--- config.mk ---
export PLATFORM = sky130hd
export DESIGN_NAME = seq_add_chunked
export DESIGN_NICKNAME = d
export VERILOG_FILES = /design/src/rtl/seq_add_chunked_pkg.sv /design/src/rtl/seq_add_chunked_cond_sum32.sv /design/src/rtl/seq_add_chunked.sv
export SDC_FILE = /design/constraint.sdc
export NUM_CORES = 1
export LEC_CHECK = 0
export BUFFER_PORTS_ARGS = -buffer_cell sky130_fd_sc_hd__buf_2
export CORE_ASPECT_RATIO = 1.5
export CORE_UTILIZATION = 55
export CTS_CLUSTER_SIZE = 14
export DETAILED_ROUTE_END_ITERATION = 10
export GPL_ROUTABILITY_DRIVEN = 0
export GPL_TIMING_DRIVEN = 0
export PLACE_DENSITY = 0.81
export SLEW_MARGIN = 20
export SYNTH_ARGS = -nofsm -noshare
export SYNTH_HDL_FRONTEND = slang
export SYNTH_SLANG_ARGS = --single-unit
--- constraint.sdc ---
create_clock -name clk -period 10.05 [get_ports clk]
set_input_delay 1.005 -clock clk [delete_from_list [all_inputs] [get_ports clk]]
set_output_delay 1.005 -clock clk [all_outputs]
set_load 0.05 [all_outputs]
--- src/rtl/seq_add_chunked_pkg.sv ---
// Shared definitions for the chunked sequential adder.
//   CHUNK_W          : width of the reused adder slice
//   seq_add_state_t  : control FSM state encoding
//   cnt_width()      : chunk counter width, never below one bit
package seq_add_chunked_pkg;

    localparam int unsigned CHUNK_W = 32;

    typedef enum logic [1:0] {
        StIdle = 2'd0,
        StBusy = 2'd1,
        StDone = 2'd2
    } seq_add_state_t;

    function automatic int unsigned cnt_width(input int unsigned n);
        return (n > 1) ? $clog2(n) : 1;
    endfunction

endpackage

--- src/rtl/seq_add_chunked_cond_sum32.sv ---
// cond_sum32: 32-bit conditional-sum adder slice.
// The upper half is computed for both possible carries and selected by the lower-half carry.
//   a_i, b_i  [31:0] : operands
//   cin_i            : carry-in
//   s_o       [31:0] : sum
//   cout_o           : carry-out of bit 31
module cond_sum32 (
    input  logic [31:0] a_i,
    input  logic [31:0] b_i,
    input  logic        cin_i,
    output logic [31:0] s_o,
    output logic        cout_o
);

    logic [16:0] lo;
    logic [16:0] hi0;
    logic [16:0] hi1;

    always_comb begin
        lo  = {1'b0, a_i[15:0]} + {1'b0, b_i[15:0]} + {16'b0, cin_i};
        hi0 = {1'b0, a_i[31:16]} + {1'b0, b_i[31:16]};
        hi1 = {1'b0, a_i[31:16]} + {1'b0, b_i[31:16]} + 17'd1;
        s_o[15:0] = lo[15:0];
        if (lo[16]) begin
            s_o[31:16] = hi1[15:0];
            cout_o     = hi1[16];
        end else begin
            s_o[31:16] = hi0[15:0];
            cout_o     = hi0[16];
        end
    end

endmodule

--- src/rtl/seq_add_chunked.sv ---
// seq_add_chunked: multi-cycle wide adder/subtractor reusing one 32-bit slice, LSB chunk first,
// with the inter-chunk carry registered. Valid/ready handshake on both sides.
// Optional feature macro: SEQ_ADD_FLAGS_EN adds registered zero_o / ovf_o result flags.
//   clk, rst (async, active-high)
//   in_valid_i / in_ready_o     : operand handshake (in_ready_o is combinational from out_ready_i)
//   a_i, b_i [DATA_W-1:0]       : operands
//   cin_i                       : carry-in, ignored when sub_i=1
//   sub_i                       : 1 = a - b, 0 = a + b + cin
//   out_valid_o / out_ready_i   : result handshake
//   sum_o [DATA_W-1:0], cout_o  : result and carry-out (for sub: 1 = no borrow)
//   zero_o, ovf_o               : [SEQ_ADD_FLAGS_EN] sum == 0, signed overflow
module seq_add_chunked
    import seq_add_chunked_pkg::*;
#(
    parameter int unsigned DATA_W = 64
) (
    input  logic              clk,
    input  logic              rst,
    input  logic              in_valid_i,
    output logic              in_ready_o,
    input  logic [DATA_W-1:0] a_i,
    input  logic [DATA_W-1:0] b_i,
    input  logic              cin_i,
    input  logic              sub_i,
    output logic              out_valid_o,
    input  logic              out_ready_i,
    output logic [DATA_W-1:0] sum_o,
    output logic              cout_o
`ifdef SEQ_ADD_FLAGS_EN
    ,
    output logic              zero_o,
    output logic              ovf_o
`endif
);

    localparam int unsigned NCHUNK = DATA_W / CHUNK_W;
    localparam int unsigned CNT_W  = cnt_width(NCHUNK);
    localparam logic [CNT_W-1:0] LastCnt = CNT_W'(NCHUNK - 1);

    if (((DATA_W % CHUNK_W) != 0) || (DATA_W < 64)) begin : g_bad_width
        $error("seq_add_chunked: DATA_W must be a multiple of 32 and >= 64");
    end

    seq_add_state_t state_q, state_d;

    logic [DATA_W-1:0] a_q, a_d;
    logic [DATA_W-1:0] b_q, b_d;        // already inverted for subtraction
    logic              c_q, c_d;        // carry into the current chunk
    logic [CNT_W-1:0]  chunk_cnt_q, chunk_cnt_d;
    logic [DATA_W-1:0] sum_q, sum_d;
    logic              cout_q, cout_d;
`ifdef SEQ_ADD_FLAGS_EN
    logic              zero_q, zero_d;
    logic              ovf_q, ovf_d;
`endif

    logic [CHUNK_W-1:0] a_chunk, b_chunk, s_chunk;
    logic               cout_chunk;
    logic               accept;
    logic               last_chunk;

    assign accept     = in_valid_i && in_ready_o;
    assign last_chunk = (chunk_cnt_q == LastCnt);

    // Chunk select
    always_comb begin
        a_chunk = '0;
        b_chunk = '0;
        for (int k = 0; k < int'(NCHUNK); k++) begin
            if (chunk_cnt_q == CNT_W'(k)) begin
                a_chunk = a_q[k*CHUNK_W +: CHUNK_W];
                b_chunk = b_q[k*CHUNK_W +: CHUNK_W];
            end
        end
    end

    cond_sum32 u_cond_sum32 (
        .a_i    (a_chunk),
        .b_i    (b_chunk),
        .cin_i  (c_q),
        .s_o    (s_chunk),
        .cout_o (cout_chunk)
    );

    // FSM: state register
    always_ff @(posedge clk or posedge rst) begin
        if (rst) begin
            state_q <= StIdle;
        end else begin
            state_q <= state_d;
        end
    end

    // FSM: next state
    always_comb begin
        state_d = state_q;
        unique case (state_q)
            StIdle: if (accept) state_d = StBusy;
            StBusy: if (last_chunk) state_d = StDone;
            StDone: begin
                // Retire; a simultaneous accept goes straight back to BUSY
                if (out_ready_i) state_d = in_valid_i ? StBusy : StIdle;
            end
            default: state_d = StIdle;
        endcase
    end

    // FSM: outputs
    always_comb begin
        in_ready_o  = 1'b0;
        out_valid_o = 1'b0;
        unique case (state_q)
            StIdle:  in_ready_o = ~rst;
            StBusy:  in_ready_o = 1'b0;
            StDone: begin
                out_valid_o = 1'b1;
                in_ready_o  = out_ready_i && !rst;
            end
            default: ;
        endcase
    end

    // Datapath next state
    always_comb begin
        a_d         = a_q;
        b_d         = b_q;
        c_d         = c_q;
        chunk_cnt_d = chunk_cnt_q;
        sum_d       = sum_q;
        cout_d      = cout_q;
`ifdef SEQ_ADD_FLAGS_EN
        zero_d      = zero_q;
        ovf_d       = ovf_q;
`endif
        if (accept) begin
            a_d         = a_i;
            b_d         = sub_i ? ~b_i : b_i;
            c_d         = sub_i | cin_i;
            chunk_cnt_d = '0;
            sum_d       = '0;
            cout_d      = 1'b0;
`ifdef SEQ_ADD_FLAGS_EN
            zero_d      = 1'b0;
            ovf_d       = 1'b0;
`endif
        end else if (state_q == StBusy) begin
            for (int k = 0; k < int'(NCHUNK); k++) begin
                if (chunk_cnt_q == CNT_W'(k)) begin
                    sum_d[k*CHUNK_W +: CHUNK_W] = s_chunk;
                end
            end
            c_d = cout_chunk;
            if (last_chunk) begin
                cout_d = cout_chunk;
`ifdef SEQ_ADD_FLAGS_EN
                zero_d = (sum_d == '0);
                ovf_d  = (a_q[DATA_W-1] == b_q[DATA_W-1]) &&
                         (s_chunk[CHUNK_W-1] != a_q[DATA_W-1]);
`endif
            end else begin
                chunk_cnt_d = chunk_cnt_q + CNT_W'(1);
            end
        end
    end

    always_ff @(posedge clk or posedge rst) begin
        if (rst) begin
            a_q         <= '0;
            b_q         <= '0;
            c_q         <= 1'b0;
            chunk_cnt_q <= '0;
            sum_q       <= '0;
            cout_q      <= 1'b0;
`ifdef SEQ_ADD_FLAGS_EN
            zero_q      <= 1'b0;
            ovf_q       <= 1'b0;
`endif
        end else begin
            a_q         <= a_d;
            b_q         <= b_d;
            c_q         <= c_d;
            chunk_cnt_q <= chunk_cnt_d;
            sum_q       <= sum_d;
            cout_q      <= cout_d;
`ifdef SEQ_ADD_FLAGS_EN
            zero_q      <= zero_d;
            ovf_q       <= ovf_d;
`endif
        end
    end

    assign sum_o  = sum_q;
    assign cout_o = cout_q;
`ifdef SEQ_ADD_FLAGS_EN
    assign zero_o = zero_q;
    assign ovf_o  = ovf_q;
`endif

endmodule
==> reports/results.tsv <==
metric	value	unit
run status	completed	
hold buffer count at CTS	0	
clock-pin slew on the worst setup and hold paths	80	ps
Hold Fails Final Rpt	0	
Total GRT Usage	31.5	%
critical-path maximum fanout	10	
Post-Syn Instances	1180	
final setup vio count	0	
Syn. warnings	0	
Core ar.	19200	um2
Setup WS pre-CTS	4990	ps
post_cts resized	0	
largest net degree at the start of global routing	76	
crit share post-route	51.0	%
I/O pins	201	
top cell type by total area after synthesis	dfrtp_1	
R2R Path Start	chunk_cnt_q$_DFFE_PP0P_	
Main synth FF type	dfrtp_1	
Top Layer Used	met4	
WL per Instance	18.1	um
Multi-input gate area	5480	um2
n_diodes	0	
Crit. End Element	flop	
CP endpoint	cout_o$_DFFE_PP0P_	
Reg area	4930	um2
maxcap violations	0	
critical path cell sequence	clkbuf_1 > clkbuf_1 > clkbuf_1 > mux2_2 > ha_1 > fa_1 > a211oi_2 > o21ai_1 > and2_1 > xnor2_4 > or4_1 > nor4_1 > nor3_1 > nor3_1	
Synth cell types	64	
cts bufs inserted	17	
input/output buffers	199	
Arrival @ worst endpoint	5500	ps
met2 WL	15500	um
post-route ant nets	0	
First-pass DRT Iterations	5	
first-pass GRT wire length	47200	um
Critical Path Source	chunk_cnt_q$_DFFE_PP0P_	
DRC errors left	0	
row cnt	62	
Worst Tran Pin Value	1000	ps
top cells by area, synth	dfrtp_1 (46%), nand2_1 (11%), xnor2_1 (7.0%)	
Clock Path Buffers	2	
CTS tree	built	
cell mode on critical path	clkbuf_1	
Final nets	1569	
post-layout min period	5130	ps
CP max stage cell	clkbuf_1	
H-tree depth	4	
Max Fclk	195	MHz
post-synthesis register bit count	197	
Die Width	116	um
RSZ-0062 raised after global routing	false	
Seq/Total Area, Yosys	45.9	%
P&R area growth vs syn	18.4	%
WS Path Type	reg2reg	
Reg2Reg Setup Slack	4920	ps
Crit path largest cell delay	640	ps
CP startpoint kind	flop	
PnR worst setup slack	4920	ps
via/cell ratio	5.61	
DRT iter0 DRCs	651	
worst hold path type	reg2reg	
Setup TNS	0	ps
Synthesized Nets	1349	
initial antenna violation count	0	
Worst slew margin	33.2	%
Post-DP HPWL	22900	um
Post-CTS Setup Inserts	0	
Fillers	1604	
routed vias	9355	
mapped cell area	10700	um2
Clock Skew	11.7	ps
total grt overflow	0	
Die ar.	20100	um2
Starting Density	56.1	%
M1 WL	11300	um
worst reg2reg path depth	14	
Avg Cell Area, Syn	9.11	um2
Worst EP required	10420	ps
Yosys top cell area share	45.9	%
die height	173	um
CTS Sinks	197	
RR Endpoint	cout_o$_DFFE_PP0P_	
number of global-route vias before repair	9317	
clock root buffer	clkbuf_16	
number of synthesized flops with an enable pin	0	
Async SR Flop Fraction	100	%
Clock Latency Late Sink	460	ps
drt total wl	30300	um
share of cells above drive strength 1	22.6	%
Detail Route met3 WL	1790	um
Final Max Tran Viols	0	
-- synthesized netlist by cell type, types with 4 or more instances --
library cell,n
o21ai_0,105
xor2_1,11
clkbuf_1,62
nor4_1,5
a211o_1,5
a211oi_1,18
and3_1,6
dfrtp_1,197
nand3_1,12
nand3b_1,4
ha_1,32
o21ai_1,4
o21a_1,7
xnor2_1,86
mux2i_1,5
nor3_1,18
a21oi_1,56
inv_1,10
nand2b_1,4
nor2_1,62
nand2_1,324
mux2_2,63
nor2b_1,6
buf_1,4
a21o_1,12
-- logic make-up (layout without fill, tap and decap cells) --
group	count (synthesis)	count (layout)	synth area share, %
compound gates	241	241	13.6
xor+xnor	98	98	8.16
fa+ha+maj	35	35	4.28
buf+inv	82	315	3.13
flops	197	197	45.9
mux	68	68	7.07
simple gates	459	459	17.9
-- worst max-delay path: cells and delay by family, from the launching register on --
family	cells	cell delay, ps
multiplexers	1	420
adder cells (fa/ha/maj)	2	680
buffers and inverters	3	1480
XOR/XNOR	1	160
AO/OA/AOI/OAI	2	510
AND/OR/NAND/NOR	5	1460
flip-flops	1	320
-- placed cells by master (no fill, tap or decap), drive strengths merged, types with 13 or more instances in the layout --
cell / instances
mux2: 63
buf: 210
nor2: 62
a211oi: 20
nand3: 13
nor3: 18
clkbuf: 80
xnor2: 87
nand2: 324
o21ai: 109
inv: 20
dfrtp: 197
ha: 32
a21oi: 56
a21o: 14
-- flip-flops by register name (all words and copies together) (netlist names) --
signal and count:
a_q 64, b_q 64, c_q 1, chunk_cnt_q 1, cout_o 1, state_q 2
sum_o 64
-- layer usage --
metal,track usage (%),vias to the layer above
met5,0,-
met4,18.5,0
met3,6.01,95
met2,54.5,361
met1,35.4,4479
li1,-,4420
-- worst min-delay path by stage --
stage | startpoint | endpoint | slack, ps | depth (start not counted)
global route | a_q[34]$_DFFE_PP0P_ | a_q[34]$_DFFE_PP0P_ | 490 | 2
detailed placement | a_q[58]$_DFFE_PP0P_ | a_q[58]$_DFFE_PP0P_ | 460 | 2
floorplan | a_q[33]$_DFFE_PP0P_ | a_q[33]$_DFFE_PP0P_ | 440 | 2
CTS | a_q[58]$_DFFE_PP0P_ | a_q[58]$_DFFE_PP0P_ | 470 | 2
finish | a_q[58]$_DFFE_PP0P_ | a_q[58]$_DFFE_PP0P_ | 470 | 2
global placement | a_q[59]$_DFFE_PP0P_ | a_q[59]$_DFFE_PP0P_ | 450 | 2
-- final cells by class --
type | instances | area share [%]
buffer | 72 | 2.35
clock buffer | 17 | 3.34
clock inverter | 15 | 1.41
inverter | 10 | 0.354
multi-input combinational | 901 | 43.1
sequential | 197 | 38.7
tap | 256 | 2.52
timing repair buffer | 201 | 8.25
-- through the flow --
step | cells | instance area, um2 | utilization [%] | hold WS, ps
2_1_floorplan | 1180 | 10700 | - | 440
3_3_place_gp | 1635 | 12100 | 63.0 | 452
3_5_place_dp | 1637 | 12100 | 63.3 | 457
4_1_cts | 1669 | 12700 | 66.4 | 475
5_1_grt | 1669 | 12700 | 66.4 | 490
6_report | 1669 | 12700 | 66.4 | 474
Power is not shown: default switching activity piles up to over one toggle a cycle in this logic, so the estimate is an artifact.
